`src/rtl/channel_pkg.sv`:
```
// Shared types and constants for the channel emulator: interrupt FSM states
// and the 16-bit error-injection LFSR seed/taps.
package channel_pkg;

  typedef enum logic [1:0] {
    ST_IDLE  = 2'd0,
    ST_PASS  = 2'd1,
    ST_BLOCK = 2'd2
  } int_state_e;

  localparam logic [15:0] LFSR_SEED = 16'hACE1;
  // Fibonacci taps 16,14,13,11 -> bits 15,13,12,10
  localparam logic [15:0] LFSR_TAPS = 16'hB400;

  function automatic logic lfsr_feedback(input logic [15:0] s);
    return ^(s & LFSR_TAPS);
  endfunction

endpackage

```
`src/rtl/channel_lfsr.sv`:
```
// Seedable 16-bit Fibonacci LFSR with advance enable and synchronous seed load.
import channel_pkg::*;

module channel_lfsr #(
  parameter logic [15:0] SEED = LFSR_SEED
) (
  input  logic        clk,
  input  logic        rst_n,
  input  logic        en,
  input  logic        load,
  input  logic [15:0] seed_i,
  output logic [15:0] lfsr_o
);

  logic [15:0] lfsr_q;
  logic [15:0] lfsr_d;

  always_comb begin
    lfsr_d = lfsr_q;
    if (load) begin
      lfsr_d = seed_i;
    end else if (en) begin
      lfsr_d = {lfsr_q[14:0], lfsr_feedback(lfsr_q)};
    end
  end

  always_ff @(posedge clk or negedge rst_n) begin
    if (!rst_n) begin
      lfsr_q <= SEED;
    end else begin
      lfsr_q <= lfsr_d;
    end
  end

  assign lfsr_o = lfsr_q;

endmodule

```
`src/rtl/channel_emulator.sv`:
```
// Line-channel impairment model: per-lane delay line, periodic/forced interrupts
// and optional random bit flips (enabled by defining CHANNEL_ERR_INJECT_EN).
import channel_pkg::*;

module channel_emulator #(
  parameter int   LANES       = 1,
  parameter int   DELAY_DEPTH = 16,
  parameter int   CNT_W       = 20,
  parameter logic IDLE_LEVEL  = 1'b0
) (
  input  logic             channel_clk,
  input  logic             channel_rst,
  input  logic [LANES-1:0] data_i,
  input  logic [7:0]       delay_sel,
  input  logic             int_en,
  input  logic [CNT_W-1:0] int_period,
  input  logic [CNT_W-1:0] int_len,
  input  logic             channel_interrupt,
  input  logic [15:0]      ber_thresh,
  output logic [LANES-1:0] data_o,
  output logic             int_active,
  output logic [15:0]      err_count
);

  localparam int             DL_N      = DELAY_DEPTH - 1;
  localparam int             MAX_TAP   = DELAY_DEPTH - 1;
  localparam logic [LANES-1:0] IDLE_WORD = {LANES{IDLE_LEVEL}};

  // The registered output is the last delay stage, so the shift register
  // itself holds DELAY_DEPTH-1 stages ahead of it.
  logic [LANES-1:0] dl_q [DL_N];
  logic [LANES-1:0] dl_d [DL_N];
  logic [LANES-1:0] taps [DELAY_DEPTH];
  logic [LANES-1:0] tapped;
  logic [7:0]       tap_idx;

  logic [LANES-1:0] data_o_q, data_o_d;
  logic             int_active_q, int_active_d;
  logic [15:0]      err_cnt_q, err_cnt_d;

  int_state_e       state_q, state_d;
  logic [CNT_W-1:0] cnt_q, cnt_d;
  logic [CNT_W-1:0] shp_q, shp_d;
  logic [CNT_W-1:0] shl_q, shl_d;
  logic [CNT_W-1:0] eff_period;
  logic [CNT_W-1:0] pass_last;
  logic [CNT_W-1:0] period_last;

  logic blocked;
  logic flip;

  function automatic int_state_e start_state(input logic [CNT_W-1:0] p,
                                             input logic [CNT_W-1:0] l);
    logic [CNT_W-1:0] eff;
    eff = (p == '0) ? CNT_W'(1) : p;
    return (l >= eff) ? ST_BLOCK : ST_PASS;
  endfunction

  always_comb begin
    for (int k = 0; k < DL_N; k++) begin
      dl_d[k] = (k == 0) ? data_i : dl_q[(k == 0) ? 0 : k - 1];
    end
    taps[0] = data_i;
    for (int k = 1; k < DELAY_DEPTH; k++) begin
      taps[k] = dl_q[k-1];
    end
  end

  always_comb begin
    tap_idx = (int'(delay_sel) > MAX_TAP) ? 8'(MAX_TAP) : delay_sel;
    tapped  = taps[0];
    for (int k = 1; k < DELAY_DEPTH; k++) begin
      if (tap_idx == 8'(k)) tapped = taps[k];
    end
  end

  assign eff_period  = (shp_q == '0) ? CNT_W'(1) : shp_q;
  assign period_last = eff_period - CNT_W'(1);
  assign pass_last   = eff_period - shl_q - CNT_W'(1);

  always_comb begin
    state_d = state_q;
    cnt_d   = cnt_q;
    shp_d   = shp_q;
    shl_d   = shl_q;
    case (state_q)
      ST_IDLE: begin
        cnt_d = '0;
        if (int_en) begin
          shp_d   = int_period;
          shl_d   = int_len;
          state_d = start_state(int_period, int_len);
        end
      end
      ST_PASS, ST_BLOCK: begin
        cnt_d = cnt_q + CNT_W'(1);
        if (cnt_q == period_last) begin
          // Wrap: new configuration is only picked up here
          cnt_d   = '0;
          shp_d   = int_period;
          shl_d   = int_len;
          state_d = start_state(int_period, int_len);
        end else if (state_q == ST_PASS && shl_q != '0 && cnt_q == pass_last) begin
          state_d = ST_BLOCK;
        end
      end
      default: begin
        state_d = ST_IDLE;
        cnt_d   = '0;
      end
    endcase
    if (!int_en) begin
      state_d = ST_IDLE;
      cnt_d   = '0;
    end
  end

  assign blocked = (state_q == ST_BLOCK) || channel_interrupt;

`ifdef CHANNEL_ERR_INJECT_EN
  logic [15:0] lfsr_val;

  channel_lfsr #(.SEED(LFSR_SEED)) u_lfsr (
    .clk    (channel_clk),
    .rst_n  (channel_rst),
    .en     (1'b1),
    .load   (1'b0),
    .seed_i (LFSR_SEED),
    .lfsr_o (lfsr_val)
  );

  assign flip = !blocked && (lfsr_val < ber_thresh);

  always_comb begin
    err_cnt_d = err_cnt_q;
    if (flip && err_cnt_q != 16'hFFFF) err_cnt_d = err_cnt_q + 16'd1;
  end
`else
  logic unused_ber;
  assign unused_ber = ^ber_thresh;
  assign flip       = 1'b0;

  always_comb begin
    err_cnt_d = 16'd0;
  end
`endif

  always_comb begin
    data_o_d     = blocked ? IDLE_WORD : (tapped ^ {LANES{flip}});
    int_active_d = blocked;
  end

  always_ff @(posedge channel_clk or negedge channel_rst) begin
    if (!channel_rst) begin
      state_q      <= ST_IDLE;
      cnt_q        <= '0;
      shp_q        <= '0;
      shl_q        <= '0;
      data_o_q     <= IDLE_WORD;
      int_active_q <= 1'b0;
      err_cnt_q    <= 16'd0;
      for (int k = 0; k < DL_N; k++) dl_q[k] <= IDLE_WORD;
    end else begin
      state_q      <= state_d;
      cnt_q        <= cnt_d;
      shp_q        <= shp_d;
      shl_q        <= shl_d;
      data_o_q     <= data_o_d;
      int_active_q <= int_active_d;
      err_cnt_q    <= err_cnt_d;
      for (int k = 0; k < DL_N; k++) dl_q[k] <= dl_d[k];
    end
  end

  assign data_o     = data_o_q;
  assign int_active = int_active_q;
  assign err_count  = err_cnt_q;

endmodule

```
`config.mk`:
```
export PLATFORM = sky130hd
export DESIGN_NAME = channel_emulator
export DESIGN_NICKNAME = d
export VERILOG_FILES = /design/src/rtl/channel_pkg.sv /design/src/rtl/channel_lfsr.sv /design/src/rtl/channel_emulator.sv
export SDC_FILE = /design/constraint.sdc
export NUM_CORES = 1
export LEC_CHECK = 0
export ABC_AREA = 1
export BUFFER_PORTS_ARGS = -buffer_cell sky130_fd_sc_hd__clkbuf_2
export CELL_PAD_IN_SITES_DETAIL_PLACEMENT = 0
export CELL_PAD_IN_SITES_GLOBAL_PLACEMENT = 1
export CORE_UTILIZATION = 39
export CTS_CLUSTER_DIAMETER = 50
export CTS_CLUSTER_SIZE = 16
export DETAILED_ROUTE_END_ITERATION = 10
export MAX_ROUTING_LAYER = met4
export PLACE_DENSITY_LB_ADDON = 0.1
export SKIP_CTS_REPAIR_TIMING = 1
export SYNTH_ARGS = -nofsm -noshare
export SYNTH_HDL_FRONTEND = slang
export SYNTH_SLANG_ARGS = --single-unit
```
`constraint.sdc`:
```
create_clock -name channel_clk -period 3 [get_ports channel_clk]
set_clock_uncertainty 0.2 [all_clocks]
set_input_delay 0.6 -clock channel_clk [delete_from_list [all_inputs] [get_ports channel_clk]]
set_output_delay 0.6 -clock channel_clk [all_outputs]
set_load 0.02 [all_outputs]
```
==> results.json, run 1 <==
{
  "run_status": "complete, but fails checks",
  "violated_checks": "design-rule violations, negative setup slack",
  "critical_path.slowest_cell": "dfrtp_1",
  "setup_viol": 62,
  "synth_edf_count": 0,
  "drc_viols": 2,
  "synth_area_um2": 6550,
  "antenna_found_initial": 0,
  "worst_slack_ns": -0.548,
  "yosysTopAreaCellShare_pct": 30.2,
  "max_slew_margin_pct": 63.6,
  "leakage_uw": 0.00446,
  "avgRoutedWirePerCell_um": 15.3,
  "grt_start_max_net_pins": 45,
  "post_synth_main_area_contributors": "dfrtp_1 (30%), nand2_1 (12%), ha_1 (8.6%), nand3_1 (7.7%), inv_1 (7.1%)",
  "crit_path_max_incr_delay_ns": 0.40,
  "grt_first_pass_wirelength_um": 31800,
  "drive_gt1_share_pct": 26.0,
  "synthCells": 925,
  "cell_breakdown_of_the_critical_path": "nor2_2, nand2_2, nor2_4, nand4_1, nand2_2, inv_2, ha_4, nand2_4, nor2_4, buf_4, nand3_1, nor2_1, xnor2_1, xor2_1, nand2_1, nor2_1, buf_4, nand3_4, o21ai_4, nand2_4, clkbuf_16, nand2_2, nand2_1",
  "chipWidth_um": 132,
  "synth.ff_latch_count": 79,
  "fillCellCount": 1719,
  "boundaryPins": 87,
  "setup_repair_after_global_routing_missed_its_margin": "yes",
  "core_um2": 16500,
  "cap_viol_max_count": 0,
  "gp_congestion": 0.864,
  "worst_setup_hold_path_clk_slew_ns": 0.07,
  "drtIter0Drc": 362,
  "dr.pass1.iters": 8,
  "synthFlopType": "dfrtp_1",
  "synth-warning-count": 0,
  "critical_path.top_delay_family": "simple AND/OR/NAND/NOR gates",
  "die_area_um2": 17300,
  "synth_area_leader_cell": "dfrtp_1",
  "final.hold.worst_slack_ns": 0.0171,
  "global_route.overflow_total": 0,
  "startpoint": "shp_q[14]",
  "clk_latency_ns": 0.35,
  "fin_area_um2": 8580,
  "place_hpwl_um": 15800,
  "type_of_element_launching_the_critical_path": "flop",
  "worstSetupEndpointType": "flop",
  "ys_types": 45,
  "portBuffers": 54,
  "crit_fanout": 5,
  "timing_hold_violations_final": 0,
  "rows": 47,
  "syn_to_final_growth_pct": 31.1,
  "die_height_um": 132,
  "antenna_cells_inserted": 0,
  "timing.hold.worst.class": "input port to async pin",
  "synthArstFlopShare_pct": 100,
  "timing.rr.start": "shp_q[14]",
  "grtUsageTotal_pct": 24.4,
  "worstPathBufferInverterCount": 4,
  "vias_per_cell": 4.82,
  "cts.path.max_buffers": 2,
  "total_power_uw": 9540,
  "route.antenna.remaining_nets": 0,
  "first_global_vias": 6088,
  "ir_drop_v": 0.000597,
  "syn-mean-instance-area_um2": 7.08,
  "drt_wl_total_um": 20200,
  "number_of_buffers_created_by_cts": 9,
  "critical_path_class": "flop to flop",
  "tritoncts": "yes",
  "clock.fmax_mhz": 282,
  "number_of_h_tree_branching_levels": 3,
  "slew_viol_final": 0,
  "design.final.nets": 1212,
  "cp_dominant_cell_by_count": "nand2_2",
  "cts.root.buffer_cell": "clkbuf_16",
  "fin_crit_ns": 3.55,
  "timing_worst_slew_pin_value_ns": 0.546,
  "period_share_pct": 118,
  "numClockSinks": 79,
  "powerDensity_nw_per_um2": 1110,
  "dpl-instance-area_um2": 7910,
  "synth.yosys.seq_area_share_pct": 30.2,
  "start_util_pct": 39.8,
  "route.vias.total": 6369,
  "dp_worst_setup_slack_ns": -0.465,
  "cp.arrival_ns": 3.59,
  "critical_path_required_ns": 3.04
}
[state kept, by name, indices dropped and copies added, names as in the netlist]
register and flops:
cnt_q 20, data_o 1, state_q 2, shl_q 20, shp_q 20, dl_d 14, int_active 1, dl_q 1
[worst reg2reg max path: stages (launching register included)]
cell and delay (ns):
dfrtp_1 0.40, nor2_2 0.14, nand2_2 0.10, nor2_4 0.16, nand4_1 0.12, nand2_2 0.12
inv_2 0.06, ha_4 0.16, nand2_4 0.07, nor2_4 0.04, buf_4 0.12, nand3_1 0.17
nor2_1 0.08, xnor2_1 0.18, xor2_1 0.16, nand2_1 0.06, nor2_1 0.11, buf_4 0.15
nand3_4 0.09, o21ai_4 0.24, nand2_4 0.17, clkbuf_16 0.22, nand2_2 0.06, nand2_1 0.05
[synth_stat cells, types with 2 or more instances]
master,number
a21boi_0,2
a21oi_1,39
a31oi_1,2
buf_2,2
buf_4,20
buf_6,4
clkbuf_1,25
clkinv_1,3
dfrtp_1,79
ha_1,45
inv_1,124
nand2_1,205
nand2_2,3
nand3_1,101
nand3b_1,9
nand4_1,25
nor2_1,84
nor2_2,2
nor2_4,2
nor3_1,22
nor4_1,7
o211ai_1,3
o21ai_0,20
o21bai_1,2
o22ai_1,2
o31ai_1,2
o32ai_1,2
or2_2,10
xnor2_1,19
xnor3_1,3
xor2_1,43
[cells in the final DEF, fill, tap and decap left out, drive strengths merged]
| master | instances |
|---|---|
| bufinv | 1 |
| o211ai | 3 |
| nor3 | 23 |
| o32ai | 2 |
| a2111oi | 1 |
| o31ai | 2 |
| nand4 | 25 |
| a21boi | 2 |
| o21bai | 2 |
| conb | 16 |
| nand3b | 9 |
| buf | 142 |
| dfrtp | 79 |
| xnor2 | 19 |
| o21ai | 21 |
| nor2 | 88 |
| inv | 129 |
| a31oi | 2 |
| clkinvlp | 1 |
| a21oi | 39 |
| ha | 45 |
| a21o | 1 |
| xor2 | 43 |
| clkinv | 4 |
| xnor3 | 3 |
| o311ai | 1 |
| nand2 | 208 |
| or2 | 11 |
| nand3 | 102 |
| o22ai | 2 |
| nor4 | 7 |
| o2111ai | 1 |
| clkbuf | 65 |
| a41o | 1 |
| and3 | 1 |
| fa | 1 |
[layout make-up]
| cell class | instances | area, um^2 | share of cell area [%] |
|---|---|---|---|
| Inverter | 128 | 480 | 5.60 |
| Clock inverter | 7 | 77.6 | 0.904 |
| Multi-Input combinational cell | 681 | 4080 | 47.5 |
| Tap cell | 220 | 275 | 3.21 |
| Clock buffer | 9 | 225 | 2.62 |
| Timing Repair Buffer | 198 | 1470 | 17.1 |
| Sequential cell | 79 | 1980 | 23.0 |
[where the power goes]
part	total, uW	switching, uW	internal (uW)
registers	1590	212	1370
clock network	1150	499	654
logic	6800	3760	3040
total	9540	4470	5060
[metrics by stage]
stage               cells  TNS, ns  utilization, %
finish               1322   -26.63            52.1
global route         1322   -39.34            52.1
CTS                  1309   -23.46            49.9
detailed placement   1293   -21.99            48.0
global placement     1293   -20.66            48.0
floorplan             940    -5.41               -
[path summary, 6_finish.rpt]
check                            end  depth (start not counted)  slack, ns
min reg2reg                 dl_d[10]                          0       0.17
min                        cnt_q[14]                          1       0.02
min in group channel_clk    dl_d[13]                          1       0.17
max in group asynchronous   dl_d[13]                          2       1.96
max reg2reg                 shl_q[8]                         23      -0.55
max                         shl_q[8]                         23      -0.55
[cells by family (layout without fill, tap and decap cells)]
logic type	after synthesis	in the layout	share of synthesized area, %
simple gates	474	474	32.4
flops	79	79	30.2
fa+ha+maj	46	46	8.91
buf+inv	180	342	12.0
other cells	1	16	0.0573
xor+xnor	65	65	9.33
compound gates	80	80	7.11
[layer usage]
layer  share of wire (%)  GRT usage, %  routed length (um)  up-vias
met2                  45          37.1                9020      106
met5                   0             -                   0        -
met1                  51          33.5               10200     2938
li1                    -             -                   -     3309
met3                 3.3          3.01                 670       16
met4                 1.5          8.20                 310        0
Note: power is estimated with default switching activity, not from simulation.
==> inputs of run 2 (changes only) <==
==> constraint.sdc (replaced) <==
create_clock -name channel_clk -period 3 [get_ports channel_clk]
set_clock_uncertainty 0.2 [all_clocks]
set_input_delay 0.15 -clock channel_clk [delete_from_list [all_inputs] [get_ports channel_clk]]
set_output_delay 0.15 -clock channel_clk [all_outputs]
set_load 0.02 [all_outputs]
==> run 2 against run 1 <==
  * The flow finishes with violations (negative setup slack)
  * Global-route usage grew 0.99 points
  * Routed wire length rose by 9.2%
  * Sequential share of layout area decreased by 1.1 points
  * Worst setup slack improved by 0.081 ns
  * Combinational power increased by 9.6%
  * Count of clock-buffer cells in the layout stayed put
  * Final cell count rose by 1.7%
==> results.json, run 2 (same netlist as run 1, synthesis figures left out) <==
{
  "instances_no_fill": 1344,
  "area_occupied_by_multi_input_gates_um2": 4190,
  "timing.hold.worst.class": "input port to flop",
  "route.antenna.remaining_nets": 0,
  "place_hpwl_um": 16000,
  "antenna_cells_inserted": 0,
  "ff_latch_area_um2": 1980,
  "grt_first_pass_wirelength_um": 32900,
  "boundaryPins": 87,
  "powerDensity_nw_per_um2": 1130,
  "fin_crit_ns": 3.47,
  "worst_slack_ns": -0.467,
  "timing_hold_violations_final": 0,
  "most_frequent_cells_in_the_layout": "nand2_1 (175), inv_1 (122), buf_4 (109), nand3_1 (84), dfrtp_1 (79)",
  "cts.path.max_buffers": 2,
  "critical_path_class": "flop to flop",
  "crit_fanout": 20,
  "cap_viol_max_count": 0,
  "die_height_um": 132,
  "max_slew_margin_pct": 44.3,
  "worstSetupEndpointType": "flop",
  "fillCellCount": 1628,
  "global_route.overflow_total": 0,
  "timing_worst_slew_pin_value_ns": 0.836,
  "number_of_buffers_created_by_cts": 9,
  "tritoncts": "yes",
  "grtUsageTotal_pct": 25.4,
  "setup_repair_after_global_routing_missed_its_margin": "yes",
  "start_util_pct": 39.8,
  "whs_path_depth": 8,
  "min_from": "delay_sel[0]",
  "leakage_uw": 0.00460,
  "top_regs": "cnt_q (20), shl_q (20), shp_q (20)",
  "antenna_found_initial": 0,
  "number_of_h_tree_branching_levels": 3,
  "setup_viol": 62,
  "clock.fmax_mhz": 288,
  "dr.pass1.iters": 7,
  "layout_commonest_cell": "nand2_1",
  "drive_gt1_share_pct": 24.6,
  "run_status": "complete, but fails checks",
  "grt_start_max_net_pins": 61,
  "dp.cells": 1266,
  "type_of_element_launching_the_critical_path": "flop",
  "finalCoreUtilization_pct": 54.8,
  "route.vias.total": 6611,
  "avgRoutedWirePerCell_um": 16.4,
  "drt_wl_total_um": 22100,
  "portBuffers": 54,
  "die_area_um2": 17300,
  "ir_drop_v": 0.000477,
  "syn_to_final_growth_pct": 37.8,
  "cts.root.buffer_cell": "clkbuf_16",
  "drtIter0Drc": 376,
  "rr_worst_depth": 27,
  "violated_checks": "negative setup slack",
  "final.hold.worst_slack_ns": 0.172,
  "worst_setup_hold_path_clk_slew_ns": 0.07,
  "critical_path_required_ns": 3.09,
  "numClockSinks": 79,
  "period_share_pct": 116,
  "timing.hold.worst_endpoint": "data_o",
  "first_global_vias": 6127,
  "clk_latency_ns": 0.36,
  "core_um2": 16500,
  "gp_congestion": 0.915,
  "worst-r2r-setup-slack_ns": -0.47,
  "vias_per_cell": 4.92,
  "cp.arrival_ns": 3.56,
  "drc_viols": 0,
  "design.final.nets": 1234,
  "chipWidth_um": 132,
  "rows": 47,
  "slew_viol_final": 0,
  "reg2reg_to": "shp_q[14]",
  "timing.rr.start": "shp_q[9]"
}
[run 2: area by class of cell]
cell class              count  share of cell area (%)
multi-input cells         681                    46.4
repair buffers            220                    19.8
well taps                 220                    3.05
flip-flops and latches     79                    21.9
clock buffers               9                    2.50
inverters                 128                    5.35
clock inverters             7                   0.957
[run 2: worst max-delay path, stage by stage (launching register included)]
cell	delay, ns
dfrtp_1	0.40
nor2_4	0.05
nand2_2	0.08
nor2_4	0.05
nand4_1	0.09
nand2_2	0.08
buf_6	0.12
inv_4	0.05
ha_4	0.14
nand2_4	0.05
nor2_4	0.11
nand2_2	0.09
nor2_4	0.15
nand3_4	0.10
nor3_4	0.12
xor2_1	0.19
inv_1	0.06
nand2_1	0.05
nand2_1	0.06
inv_2	0.05
nand3_2	0.10
nor2_4	0.13
nand3_4	0.09
o21ai_4	0.22
buf_4	0.19
clkbuf_16	0.18
nand3_1	0.10
nand2_1	0.10
[run 2: worst max-delay path by stage]
stage	to	start	cells after the start
floorplan	shp_q[3]	shp_q[6]	25
global placement	shp_q[10]	shp_q[8]	22
detailed placement	shl_q[13]	shp_q[8]	22
CTS	shl_q[13]	shp_q[8]	22
global route	shp_q[13]	shp_q[9]	27
finish	shp_q[14]	shp_q[9]	27
[run 2: report_power, final]
group	leakage [uW]	internal [uW]	total (uW)	switching, uW
clock network	0.000150	664	1180	519
logic	0.00345	3350	7450	4100
registers	0.000999	1370	1600	224
total	0.00460	5390	10200	4840
[run 2: metal layers]
| layer | vias to the layer above | GRT usage, % | routed length, um |
|---|---|---|---|
| li1 | 3357 | - | - |
| met4 | 0 | 6.46 | 432 |
| met2 | 151 | 38.9 | 9870 |
| met5 | - | - | 0 |
| met3 | 29 | 3.59 | 961 |
| met1 | 3074 | 35.1 | 10800 |
[run 2: through the flow]
step	setup slack (ns)	cell area [um^2]	TNS (ns)	total power, uW
global placement	-0.492	7690	-24.80	7820
floorplan	-0.135	6640	-5.41	5450
CTS	-0.545	8000	-26.68	9010
detailed placement	-0.519	7690	-25.40	7790
global route	-0.650	9020	-32.06	11000
finish	-0.467	9020	-19.73	10200
